### src/rtl/rx_iq_fifo_pkg.sv
// -----------------------------------------------------------------------------
// rx_iq_fifo_pkg
// Shared definitions for the receive IQ frame FIFO:
//   IQ_W       - width of one signed I or Q sample
//   DEPTH_DEF  - default number of frames held by the FIFO
//   OVF_W      - width of the saturating dropped-frame counter
//   iq_frame_t - one IQ frame (RX1 I/Q followed by RX2 I/Q, MSB first)
//   ovf_next() - next value of the dropped-frame counter
// -----------------------------------------------------------------------------
package rx_iq_fifo_pkg;

  localparam int IQ_W      = 32;
  localparam int DEPTH_DEF = 8;
  localparam int OVF_W     = 16;

  typedef struct packed {
    logic signed [IQ_W-1:0] rx1_i;
    logic signed [IQ_W-1:0] rx1_q;
    logic signed [IQ_W-1:0] rx2_i;
    logic signed [IQ_W-1:0] rx2_q;
  } iq_frame_t;

  // Clear wins over increment; the count sticks at all-ones.
  function automatic logic [OVF_W-1:0] ovf_next(
    input logic [OVF_W-1:0] cnt,
    input logic             clr,
    input logic             inc
  );
    logic [OVF_W-1:0] res;
    if (clr) begin
      res = {OVF_W{1'b0}};
    end else if (inc && (cnt != {OVF_W{1'b1}})) begin
      res = cnt + {{(OVF_W-1){1'b0}}, 1'b1};
    end else begin
      res = cnt;
    end
    return res;
  endfunction

endpackage : rx_iq_fifo_pkg

### src/rtl/rx_iq_fifo_ram.sv
// -----------------------------------------------------------------------------
// rx_iq_fifo_ram
// Simple dual-port frame memory: synchronous write port, registered read port.
// A read and a write to the same address in one cycle return the old contents
// (read-before-write), which the FIFO relies on when it is full.
// Storage is never reset; only the read data register is.
//
// Ports:
//   clk_i    - clock
//   reset_i  - synchronous active-high reset of the read register
//   we_i     - write enable
//   waddr_i  - write address
//   wdata_i  - write data
//   re_i     - read enable (read register updates only when set)
//   raddr_i  - read address
//   rdata_o  - registered read data (holds when re_i is low)
// -----------------------------------------------------------------------------
module rx_iq_fifo_ram #(
  parameter  int DEPTH  = 8,
  parameter  int DATA_W = 64,
  localparam int ADDR_W = $clog2(DEPTH)
) (
  input  logic              clk_i,
  input  logic              reset_i,
  input  logic              we_i,
  input  logic [ADDR_W-1:0] waddr_i,
  input  logic [DATA_W-1:0] wdata_i,
  input  logic              re_i,
  input  logic [ADDR_W-1:0] raddr_i,
  output logic [DATA_W-1:0] rdata_o
);

  logic [DATA_W-1:0] mem_q [DEPTH];
  logic [DATA_W-1:0] rdata_q;

  // Write port: storage contents survive reset.
  always_ff @(posedge clk_i) begin
    if (we_i) begin
      mem_q[waddr_i] <= wdata_i;
    end
  end

  // Read port: registered output, cleared by reset, held when not reading.
  always_ff @(posedge clk_i) begin
    if (reset_i) begin
      rdata_q <= {DATA_W{1'b0}};
    end else if (re_i) begin
      rdata_q <= mem_q[raddr_i];
    end
  end

  assign rdata_o = rdata_q;

endmodule : rx_iq_fifo_ram

### src/rtl/rx_iq_fifo.sv
// -----------------------------------------------------------------------------
// rx_iq_fifo
// Frame FIFO between the DDC stage and the bus interface. Each entry holds one
// IQ frame. When full, a write without a pop drops the oldest frame and counts
// it in overflow_cnt. Pointers are plain log2(DEPTH)-bit indices; occupancy is
// tracked by a separate level counter.
//
// Build option:
//   RX_IQ_FIFO_RX2_EN - when defined, RX2 samples are stored and returned;
//                       otherwise no RX2 storage exists, RX2 inputs are ignored
//                       and out_rx2_* read as zero.
//
// Ports:
//   clk_in        - single clock
//   reset         - synchronous active-high reset, highest priority
//   iq_valid      - write strobe, one frame per asserted cycle
//   RX1_I..RX2_Q  - input samples (signed)
//   flush         - empty the FIFO (beats write and pop)
//   pop           - read request; frame appears on out_* one cycle later
//   out_rx1_i..   - registered read frame
//   out_valid     - one-cycle pulse with each new read frame
//   empty, full   - registered status flags
//   level         - frames stored, 0..DEPTH
//   overflow_cnt  - saturating count of dropped frames
//   overflow_clr  - clear overflow_cnt (beats an increment)
// -----------------------------------------------------------------------------
module rx_iq_fifo
  import rx_iq_fifo_pkg::*;
#(
  parameter int DEPTH = DEPTH_DEF,
  parameter int LVL_W = $clog2(DEPTH) + 1
) (
  input  logic                   clk_in,
  input  logic                   reset,
  input  logic                   iq_valid,
  input  logic signed [IQ_W-1:0] RX1_I,
  input  logic signed [IQ_W-1:0] RX1_Q,
  input  logic signed [IQ_W-1:0] RX2_I,
  input  logic signed [IQ_W-1:0] RX2_Q,
  input  logic                   flush,
  input  logic                   pop,
  output logic signed [IQ_W-1:0] out_rx1_i,
  output logic signed [IQ_W-1:0] out_rx1_q,
  output logic signed [IQ_W-1:0] out_rx2_i,
  output logic signed [IQ_W-1:0] out_rx2_q,
  output logic                   out_valid,
  output logic                   empty,
  output logic                   full,
  output logic [LVL_W-1:0]       level,
  output logic [OVF_W-1:0]       overflow_cnt,
  input  logic                   overflow_clr
);

  localparam int PTR_W = $clog2(DEPTH);
`ifdef RX_IQ_FIFO_RX2_EN
  localparam int FRAME_W = 4 * IQ_W;
`else
  localparam int FRAME_W = 2 * IQ_W;
`endif

  logic [PTR_W-1:0]   head_q, head_d;
  logic [PTR_W-1:0]   tail_q, tail_d;
  logic [LVL_W-1:0]   level_q, level_d;
  logic               empty_q, empty_d;
  logic               full_q, full_d;
  logic               out_valid_q, out_valid_d;
  logic [OVF_W-1:0]   ovf_q, ovf_d;

  logic               wr_s;
  logic               rd_s;
  logic               drop_s;
  logic               ram_we_s;
  logic               ram_re_s;
  logic [FRAME_W-1:0] wdata_s;
  logic [FRAME_W-1:0] rdata_s;
  iq_frame_t          rd_frame_s;

  // Pack the incoming frame and unpack the memory output.
`ifdef RX_IQ_FIFO_RX2_EN
  assign wdata_s    = {RX1_I, RX1_Q, RX2_I, RX2_Q};
  assign rd_frame_s = rdata_s;
`else
  logic unused_rx2_s;
  assign unused_rx2_s = ^{RX2_I, RX2_Q};
  assign wdata_s      = {RX1_I, RX1_Q};
  assign rd_frame_s   = {rdata_s, {(2*IQ_W){1'b0}}};
`endif

  // Next-state pointers, level, flags, read pulse and overflow counter.
  always_comb begin
    head_d  = head_q;
    tail_d  = tail_q;
    level_d = level_q;
    wr_s    = 1'b0;
    rd_s    = 1'b0;
    drop_s  = 1'b0;
    if (flush) begin
      head_d  = {PTR_W{1'b0}};
      tail_d  = {PTR_W{1'b0}};
      level_d = {LVL_W{1'b0}};
    end else begin
      wr_s = iq_valid;
      // A pop on an empty FIFO is ignored even if a write arrives alongside.
      rd_s = pop && !empty_q;
      case ({wr_s, rd_s})
        2'b11: begin
          head_d = head_q + {{(PTR_W-1){1'b0}}, 1'b1};
          tail_d = tail_q + {{(PTR_W-1){1'b0}}, 1'b1};
        end
        2'b10: begin
          head_d = head_q + {{(PTR_W-1){1'b0}}, 1'b1};
          if (full_q) begin
            // Overwrite the oldest frame: tail follows head, level stays.
            tail_d = tail_q + {{(PTR_W-1){1'b0}}, 1'b1};
            drop_s = 1'b1;
          end else begin
            level_d = level_q + {{(LVL_W-1){1'b0}}, 1'b1};
          end
        end
        2'b01: begin
          tail_d  = tail_q + {{(PTR_W-1){1'b0}}, 1'b1};
          level_d = level_q - {{(LVL_W-1){1'b0}}, 1'b1};
        end
        default: begin
          head_d = head_q;
        end
      endcase
    end
    out_valid_d = rd_s;
    empty_d     = (level_d == {LVL_W{1'b0}});
    full_d      = (level_d == LVL_W'(DEPTH));
    ovf_d       = ovf_next(ovf_q, overflow_clr, drop_s);
  end

  // Reset overrides every memory access so no read completes after it.
  assign ram_we_s = wr_s && !reset;
  assign ram_re_s = rd_s && !reset;

  // State registers with synchronous reset.
  always_ff @(posedge clk_in) begin
    if (reset) begin
      head_q      <= {PTR_W{1'b0}};
      tail_q      <= {PTR_W{1'b0}};
      level_q     <= {LVL_W{1'b0}};
      empty_q     <= 1'b1;
      full_q      <= 1'b0;
      out_valid_q <= 1'b0;
      ovf_q       <= {OVF_W{1'b0}};
    end else begin
      head_q      <= head_d;
      tail_q      <= tail_d;
      level_q     <= level_d;
      empty_q     <= empty_d;
      full_q      <= full_d;
      out_valid_q <= out_valid_d;
      ovf_q       <= ovf_d;
    end
  end

  rx_iq_fifo_ram #(
    .DEPTH  (DEPTH),
    .DATA_W (FRAME_W)
  ) u_ram (
    .clk_i   (clk_in),
    .reset_i (reset),
    .we_i    (ram_we_s),
    .waddr_i (head_q),
    .wdata_i (wdata_s),
    .re_i    (ram_re_s),
    .raddr_i (tail_q),
    .rdata_o (rdata_s)
  );

  assign out_rx1_i    = rd_frame_s.rx1_i;
  assign out_rx1_q    = rd_frame_s.rx1_q;
  assign out_rx2_i    = rd_frame_s.rx2_i;
  assign out_rx2_q    = rd_frame_s.rx2_q;
  assign out_valid    = out_valid_q;
  assign empty        = empty_q;
  assign full         = full_q;
  assign level        = level_q;
  assign overflow_cnt = ovf_q;

endmodule : rx_iq_fifo

### config.mk
export PLATFORM = sky130hd
export DESIGN_NAME = rx_iq_fifo
export DESIGN_NICKNAME = d
export VERILOG_FILES = /design/src/rtl/rx_iq_fifo_pkg.sv /design/src/rtl/rx_iq_fifo_ram.sv /design/src/rtl/rx_iq_fifo.sv
export SDC_FILE = /design/constraint.sdc
export NUM_CORES = 1
export LEC_CHECK = 0
export ABC_AREA = 0
export CAP_MARGIN = 20
export CORE_UTILIZATION = 55
export DETAILED_ROUTE_END_ITERATION = 12
export PLACE_DENSITY = 0.85
export SYNTH_ARGS = -nofsm -noshare
export SYNTH_HDL_FRONTEND = slang
export SYNTH_SLANG_ARGS = --single-unit
### constraint.sdc
create_clock -name clk_in -period 8.2 [get_ports clk_in]
set_clock_uncertainty 0.1 [all_clocks]
set_input_delay 1.64 -clock clk_in [delete_from_list [all_inputs] [get_ports clk_in]]
set_output_delay 1.64 -clock clk_in [all_outputs]
set_load 0.01 [all_outputs]
[Yosys cells after proc, flatten, opt, wreduce, memory -nomap -nowiden]
Memory sizes are Yosys's and may differ from the RTL's. A register that Yosys moved wholly into a read port is not among the register bits.
Index checks and enable logic that the tools add are counted.
W data, S select, Z words.
Cells by class
  $add $sub $neg: 5
  multiply operators: 0
  divide/modulo/power cells: 0
  $lt $le $gt $ge: 0
  equality and inequality tests: 6
  shift operators: 0
  mux-type cells: 12
  bitwise logic cells: 0
  reduce and logical (&&, ||, !) cells: 13
Operators by type and width (count)
  $add A16 B1 Y16 const B: 1
  $ne A16 B16 Y1 const B: 1
  $mux W4: 2
  $pmux W4 S2: 1
  $reduce_or A2 Y1: 4
  $mux W1: 7
  $add A3 B1 Y3 const B: 2
  $pmux W3 S2: 1
  $add A4 B1 Y4 const B: 1
  $eq A2 B2 Y1 const B: 2
  $eq A4 B4 Y1 const B: 1
  $logic_and A1 B1 Y1: 4
  $logic_not A4 Y1: 1
  $sub A4 B1 Y4 const B: 1
  $mux W3: 1
  $eq A2 B1 Y1 const B: 1
  $logic_not A1 Y1: 2
  $ne A2 B2 Y1 const B: 1
  $reduce_and A2 Y1: 1
  $reduce_bool A2 Y1: 1
Word-level totals
  register bits: 29
  bits in latches: 0
  RAM bits: 512
  bits in read-only memories: 0
  output and inout bits: 151
  logic and storage cells: 44
  memories kept: 1
Memories
  u_ram.mem_q: depth 8, width 64, read ports 1, clocked after Yosys merged registers in 1, wr ports 1, line rx_iq_fifo_ram.sv:33  | logic [DATA_W-1:0] mem_q [DEPTH];

[Longest topological paths before layout]
Gate-level depths: netlist (run 1).
  depth in word-level cells: 6
  gate-level depth with buffers: 9
  mapped depth without buffers: 8

[Hierarchy]
From an unflattened synthesis (run 1), not the netlist that was laid out.
Unflattened totals
  cell total of the unflattened synthesis: 1428
  area, all modules: 23935.5 um2
By module, submodules not included
  rx_iq_fifo_ram: instances 1, cells an instance 1181, area each 21902.3 um2, sequential area each 16656.0 um2
  rx_iq_fifo: instances 1, cells an instance 247, area each 2033.2 um2, sequential area each 580.6 um2

[Worst setup path before layout (run 1)]
No wires, ideal clock.
  kind: input-to-reg
  start: in flush
  end: mem u_ram.mem_q[0][0], enable pin
  setup time: 0.565 ns
  arrival time: 6.676 ns
  required time: 7.535 ns
  path slack: 0.859 ns
  stages on the path: 3
  path through: or2_2 or3_1 nor3_1
On the way
  cells in the longest elaborated chain, start to end: 4
Ends and longest elaborated chain
  from (decl): line rx_iq_fifo.sv:40  | input logic flush,
  $mux W1: line rx_iq_fifo.sv:97  | if (flush) begin
  $logic_and A1 B1 Y1: line rx_iq_fifo.sv:136  | assign ram_we_s = wr_s && !reset;
  $mux W1: line rx_iq_fifo_ram.sv:38  | if (we_i) begin
  $mux W1 (not written as such): line rx_iq_fifo_ram.sv:39  | mem_q[waddr_i] <= wdata_i;
  to (decl): line rx_iq_fifo_ram.sv:33
No other way between the ends.

[Final worst setup path (run 1)]
  start: in reset
  end: mem u_ram.mem_q[6][8], enable pin
On the way
  cells in the longest elaborated chain, start to end: 4
Ends and longest elaborated chain
  from (decl): line rx_iq_fifo.sv:34  | input logic reset,
  $logic_not A1 Y1: line rx_iq_fifo.sv:136
  $logic_and A1 B1 Y1: line rx_iq_fifo.sv:136
  $mux W1: line rx_iq_fifo_ram.sv:38
  $mux W1 (not written as such): line rx_iq_fifo_ram.sv:39
No other way between the ends.

==> metrics.log, run 1 <==
INFO  metric post_cts.resized_instances = 0
INFO  metric worst_path_max_delay_cell = sky130_fd_sc_hd__nor2_4
INFO  metric routedWlPerCell = 23.0 um
INFO  metric cp_cell_sequence = buf_2 > buf_4 > or2_2 > or3_1 > nor2_4 > buf_4
INFO  metric yosysWarningCount = 0
INFO  metric clk_pin_slew = 60 ps
INFO  metric drc = 0
INFO  metric met3_length = 3070 um
INFO  metric slew_headroom = 0.316
INFO  metric critical_path.max_fanout = 68
INFO  metric grt_pass1_vias = 11.8k
INFO  metric clock-sinks = 605
INFO  metric hold_path_class = flop to flop
INFO  metric topRoutingLayerUsed = met5
INFO  metric synth_compound_gate_area_share = 0.0207
INFO  metric cts_setup_buffers = 0
INFO  metric layout_worst_path_cycle_share = 0.552
INFO  metric die_ar = 43200 um^2
INFO  metric synth-simple-area-share = 0.0422
INFO  metric worst_setup_path_end_kind = flop
INFO  metric drive_gt1_frac = 0.185
INFO  metric crit_path_max_incr_delay = 750 ps
INFO  metric crit_family = simple AND/OR/NAND/NOR gates
INFO  metric run_status = finished, final reports clean
INFO  metric critical_path_class = input port to flop
INFO  metric placementRows = 75
INFO  metric final_critical_period = 4520 ps
INFO  metric power_density = 231 nW/um^2
INFO  metric dr_wl_met2 = 22900 um
INFO  metric netlist_area_pre_place = 23300 um^2
INFO  metric ys_async_sr_fraction = 0
INFO  metric utilization = 0.650
INFO  metric static-leakage-power = 8.48 nW
INFO  metric grt_max_degree = 80
INFO  metric routabilityCongestion = 0.784
INFO  metric floorplan.initialDensity = 0.557
INFO  metric synthTopCellsByArea = sky130_fd_sc_hd__edfxtp_1 (66%), sky130_fd_sc_hd__mux4_2 (12%), sky130_fd_sc_hd__dfxtp_1 (8.0%), sky130_fd_sc_hd__mux2i_1 (2.8%), sky130_fd_sc_hd__buf_4 (2.4%)
INFO  metric wirelength = 45300 um
INFO  metric route.layer.met1.wl = 18300 um
INFO  metric report.final.slew_viol_count = 0
INFO  metric core_region_area = 41900 um^2
INFO  metric detail-route-antenna-nets = 0
INFO  metric floorplan.die.width = 208 um
INFO  metric max_capacitance_violation_total = 0
INFO  metric cp_common_cell = sky130_fd_sc_hd__buf_4
INFO  metric holdBufCountCts = 0
INFO  metric post_detail_place_hpwl = 24300 um
INFO  metric global_route_wire_length_before_repair = 68900 um
INFO  metric yosysUniqueCellTypes = 47
INFO  metric drt-pass1-iter-count = 5
INFO  metric syn_inst = 1202
INFO  metric nNetsFinal = 1519
INFO  metric synth_top_flop_cell = sky130_fd_sc_hd__edfxtp_1
INFO  metric required = 8320 ps
INFO  metric synth_seq_area_share = 0.740
INFO  metric peakVddDrop = 166 uV
INFO  metric overflow = 0
INFO  metric syn2layout_area_growth = 16.7%
INFO  metric synth_seq_cells = 605
INFO  metric setup-violations-final = 0
INFO  metric synth.top_cell.area_share = 0.660
INFO  metric hold_viol_final = 0
INFO  metric setup_total_negative_slack = 0 ps
INFO  metric track_usage = 0.213
INFO  metric via_to_cell_ratio = 5.81
INFO  metric netlist.top_cell.by_area = sky130_fd_sc_hd__edfxtp_1
INFO  metric clock_insertion_delay_worst_skew = 600 ps
INFO  metric io_pins = 285
INFO  metric drt_iter0_markers = 800
INFO  metric post_synth_xor_area_fraction = 0.00489
INFO  metric cp.arrival = 4650 ps
INFO  metric startpoint_type = input port
INFO  metric routed-via-count = 11.4k
INFO  metric post_synth_fa_ha_maj_area_fraction = 0.00430
INFO  metric place.port_buffers = 156
INFO  metric r2r_slack = 5030 ps
INFO  metric combinational_family_with_the_most_area_after_synthesis = multiplexers
INFO  metric syn_area_per_cell = 19.4 um^2
INFO  metric cts_root_buf = sky130_fd_sc_hd__clkbuf_16
INFO  metric clock_tree.htree_level_count = 2
INFO  metric clock.fmax = 221 MHz
INFO  metric worst_slew_pin_slew = 1030 ps
INFO  metric synth-edff-count = 512
INFO  metric yosys-mux-area-fraction = 0.153
INFO  metric cts_tree = built
INFO  metric grt_antenna_before_repair = 6
INFO  metric die-height = 208 um
INFO  metric worst-path-buf-inv = 3
INFO  metric filler_cell_count = 2743
INFO  metric cts_max_path_buffers = 3
INFO  metric unrepaired_setup_endpoints_after_global_routing = false
INFO  metric cts_inserted_buffers = 59
==> cell usage in the layout (no fill, tap or decap), types with 19 or more instances in the layout <==
master | synthesis | final
sky130_fd_sc_hd__mux4_2 | 128 | 128
sky130_fd_sc_hd__clkdlybuf4s50_1 | 0 | 155
sky130_fd_sc_hd__buf_4 | 76 | 19
sky130_fd_sc_hd__o21ai_1 | 64 | 64
sky130_fd_sc_hd__nand3b_1 | 66 | 66
sky130_fd_sc_hd__mux2i_1 | 66 | 66
sky130_fd_sc_hd__edfxtp_1 | 512 | 512
sky130_fd_sc_hd__nor2_1 | 38 | 32
sky130_fd_sc_hd__conb_1 | 1 | 64
sky130_fd_sc_hd__dfxtp_1 | 93 | 90
sky130_fd_sc_hd__clkbuf_16 | 0 | 59
==> routing by layer <==
metal  up-vias  global-route usage
met3        75              0.0416
li1       5044                   -
met5         -                   0
met2       433               0.359
met4         6              0.0754
met1      5865               0.277
==> sequential cells by signal (all words and copies together) (netlist names) <==
signal	flops
u_ram.rdata_o	64
empty	1
overflow_cnt	16
head_q	3
tail_q	3
level	4
u_ram.mem_q	512
out_valid	1
full	1
==> cells by family (layout without fill, tap and decap cells) <==
logic type | Yosys count | after routing
adder cells (fa/ha/maj) | 8 | 8
AND/OR/NAND/NOR | 161 | 161
XOR/XNOR | 13 | 13
multiplexers | 195 | 195
buffers and inverters | 132 | 293
other | 1 | 66
flip-flops | 605 | 605
AO/OA/AOI/OAI | 87 | 87
==> worst reg2reg max path: stages, from the launching register on <==
cell	delay (ps)
sky130_fd_sc_hd__dfxtp_4	620
sky130_fd_sc_hd__buf_4	620
sky130_fd_sc_hd__buf_4	640
sky130_fd_sc_hd__mux4_2	610
sky130_fd_sc_hd__mux2i_1	340
sky130_fd_sc_hd__o21ai_1	110
==> cell usage after synthesis (4+ instances only) <==
cell type                  number
sky130_fd_sc_hd__buf_2         23
sky130_fd_sc_hd__buf_4         76
sky130_fd_sc_hd__clkbuf_1      24
sky130_fd_sc_hd__dfxtp_1       93
sky130_fd_sc_hd__edfxtp_1     512
sky130_fd_sc_hd__ha_1           8
sky130_fd_sc_hd__inv_1          7
sky130_fd_sc_hd__mux2i_1       66
sky130_fd_sc_hd__mux4_2       128
sky130_fd_sc_hd__nand2_1       12
sky130_fd_sc_hd__nand2b_1       4
sky130_fd_sc_hd__nand3_1        6
sky130_fd_sc_hd__nand3b_1      66
sky130_fd_sc_hd__nand4_1        5
sky130_fd_sc_hd__nor2_1        38
sky130_fd_sc_hd__nor3_1         8
sky130_fd_sc_hd__o21ai_0        6
sky130_fd_sc_hd__o21ai_1       64
sky130_fd_sc_hd__or2_2          4
sky130_fd_sc_hd__xor2_1        10
==> cell type report <==
type / count / area, um^2 / share of cell area
Multi-Input combinational cell: 528 / 5540 / 0.204
Clock inverter: 30 / 312 / 0.0115
Clock buffer: 80 / 1660 / 0.0609
Tap cell: 539 / 674 / 0.0248
Antenna cell: 2 / 5.00 / 0.000184
Inverter: 7 / 26.3 / 0.000967
Sequential cell: 605 / 17200 / 0.634
Timing Repair Buffer: 176 / 1730 / 0.0635
==> metrics by stage <==
| step | hold slack [ps] | cells | setup slack [ps] | total power, mW | area, um^2 |
|---|---|---|---|---|---|
| floorplan | 393 | 1265 | 859 | 3.56 | 23500 |
| global placement | 370 | 1854 | 3030 | 3.62 | 25200 |
| detailed placement | 371 | 1854 | 2970 | 3.63 | 25200 |
| CTS | 383 | 1964 | 3610 | 6.32 | 27200 |
| global route | 403 | 1967 | 3490 | 6.46 | 27200 |
| finish | 380 | 1967 | 3680 | 6.27 | 27200 |
==> final timing paths <==
| check | start | endpoint | cells after the start |
|---|---|---|---|
| setup / recovery | reset | u_ram.mem_q[6][8] | 6 |
| setup reg to reg | tail_q[0] | u_ram.rdata_o[42] | 5 |
| hold reg to reg | u_ram.rdata_o[9] | u_ram.rdata_o[9] | 2 |
| hold / removal | u_ram.rdata_o[9] | u_ram.rdata_o[9] | 2 |
==> power by group <==
| part | switching, mW | internal (mW) |
|---|---|---|
| combinational | 0.109 | 0.0965 |
| sequential | 0.0103 | 3.35 |
| clock | 1.11 | 1.60 |
| total | 1.23 | 5.04 |
Note: power is estimated with default switching activity, not from simulation.
==> run 2, diff against run 1 <==
- clock period: 8.2 -> 4.2 ns (I/O delays scaled with it)
==> run 2 against run 1 <==
Net effect:
- setup slack got worse by 2400 ps
- largest power group unchanged
- non-clock buffer count rose by 9
- design area rose by 0.39%
- clock power rose by 87%
- die area did not move
- critical path depth fell by 1
- worst hold slack got worse by 1.3 ps
- power rose by 92%
- via count rose by 1.1%
- sequential cell count did not move
==> metrics.log, run 2 (synthesis results as in run 1) <==
INFO  metric run_status = finished, final reports clean
INFO  metric grt_max_degree = 69
INFO  metric core_region_area = 41900 um^2
INFO  metric post_cts.resized_instances = 0
INFO  metric post_detail_place_hpwl = 25100 um
INFO  metric floorplan.die.width = 208 um
INFO  metric routed-via-count = 11.6k
INFO  metric largest_register_ffs = 512
INFO  metric layout_worst_path_cycle_share = 0.685
INFO  metric most_frequent_standard_cell_in_the_layout_excluding_fill_and_tap_cells = sky130_fd_sc_hd__edfxtp_1
INFO  metric clock_tree.htree_level_count = 2
INFO  metric cts_inserted_buffers = 57
INFO  metric io_pins = 285
INFO  metric die_ar = 43200 um^2
INFO  metric worst_setup_path_end_kind = flop
INFO  metric grt_antenna_before_repair = 3
INFO  metric setup-violations-final = 0
INFO  metric unrepaired_setup_endpoints_after_global_routing = false
INFO  metric static-leakage-power = 8.50 nW
INFO  metric drt-pass1-iter-count = 5
INFO  metric cp.arrival = 3040 ps
INFO  metric die-height = 208 um
INFO  metric cts_root_buf = sky130_fd_sc_hd__clkbuf_16
INFO  metric drt_iter0_markers = 1055
INFO  metric cts_setup_buffers = 0
INFO  metric floorplan.initialDensity = 0.557
INFO  metric dp_worst_setup_slack = 705 ps
INFO  metric detailed_place.area = 25400 um^2
INFO  metric place.port_buffers = 156
INFO  metric via_to_cell_ratio = 5.86
INFO  metric worst_slew_pin_slew = 994 ps
INFO  metric cts_max_path_buffers = 3
INFO  metric multi_input_comb_area = 5550 um^2
INFO  metric routabilityCongestion = 0.779
INFO  metric crit_family = simple AND/OR/NAND/NOR gates
INFO  metric required = 4360 ps
INFO  metric critical_path_class = input port to flop
INFO  metric clock_insertion_delay_worst_skew = 630 ps
INFO  metric clk_pin_slew = 60 ps
INFO  metric placementRows = 75
INFO  metric utilization = 0.652
INFO  metric grt_pass1_vias = 11.9k
INFO  metric hold_path_class = flop to flop
INFO  metric worst_path_max_delay_cell = sky130_fd_sc_hd__or3_1
INFO  metric report.final.slew_viol_count = 0
INFO  metric worst_slack = 1320 ps
INFO  metric peakVddDrop = 400 uV
INFO  metric slew_headroom = 0.338
INFO  metric worst-path-buf-inv = 2
INFO  metric cp_cell_sequence = clkdlybuf4s50_1 > or2_2 > or3_1 > nor3_4 > buf_4
INFO  metric filler_cell_count = 2689
INFO  metric top_register = u_ram.mem_q
INFO  metric r2r_slack = 1750 ps
INFO  metric global_route_wire_length_before_repair = 70500 um
INFO  metric drc = 0
INFO  metric overflow = 0
INFO  metric wirelength = 45900 um
INFO  metric final_critical_period = 2880 ps
INFO  metric critical_path.max_fanout = 22
INFO  metric hold_viol_final = 0
INFO  metric clock-sinks = 605
INFO  metric routedWlPerCell = 23.3 um
INFO  metric detail-route-antenna-nets = 0
INFO  metric track_usage = 0.218
INFO  metric clock.fmax = 348 MHz
INFO  metric crit_path_max_incr_delay = 560 ps
INFO  metric power_density = 441 nW/um^2
INFO  metric drive_gt1_frac = 0.184
INFO  metric mostFrequentLayoutCells = sky130_fd_sc_hd__edfxtp_1 (512), sky130_fd_sc_hd__clkdlybuf4s50_1 (155), sky130_fd_sc_hd__mux4_2 (128)
INFO  metric cts_tree = built
INFO  metric holdBufCountCts = 0
INFO  metric final_design_area_no_fill = 27300 um^2
INFO  metric syn2layout_area_growth = 17.2%
INFO  metric max_capacitance_violation_total = 0
INFO  metric nNetsFinal = 1526
INFO  metric ff_latch_area = 17200 um^2
INFO  metric antenna_cells_inserted = 0
INFO  metric startpoint_type = input port
INFO  metric whs = 379 ps
==> run 2: report_power, final <==
part | internal (mW) | switching [mW]
sequential | 6.54 | 0.0259
clock | 2.89 | 2.17
combinational | 0.193 | 0.208
==> run 2: worst paths after layout <==
check	to	depth (start not counted)	startpoint
max	u_ram.mem_q[0][24]	5	flush
min	u_ram.rdata_o[11]	2	u_ram.rdata_o[11]
max reg2reg	u_ram.rdata_o[37]	4	tail_q[0]
min reg2reg	u_ram.rdata_o[11]	2	u_ram.rdata_o[11]
==> run 2: cell type report <==
| cell class | instances | area share |
|---|---|---|
| Clock buffer | 77 | 0.0561 |
| Clock inverter | 31 | 0.0123 |
| Inverter | 7 | 0.000963 |
| Multi-Input combinational cell | 528 | 0.203 |
| Sequential cell | 605 | 0.632 |
| Tap cell | 539 | 0.0247 |
| Timing Repair Buffer | 185 | 0.0705 |
==> run 2: metal layers <==
layer,up-vias,wire (um),part of all wire,GRT usage
met5,-,34,0.00074,0
met4,6,980,0.021,0.0623
met3,84,2740,0.060,0.0461
met2,439,23600,0.51,0.371
met1,5978,18500,0.40,0.286
li1,5043,-,-,-
==> run 2: worst min-delay path: cells and delay by family, from the launching register on <==
| family | cells | cell delay [ps] |
|---|---|---|
| DFF | 1 | 310 |
| and+or+nand+nor | 1 | 70 |
| AOI/OAI and AO/OA | 1 | 60 |
==> run 2: through the flow <==
step,instances,setup TNS [ps],power (mW)
2_1_floorplan,1265,-142890,6.95
3_3_place_gp,1864,0,7.08
6_report,1972,0,12.0
5_1_grt,1972,0,12.4
4_1_cts,1972,0,12.1
3_5_place_dp,1864,0,7.10
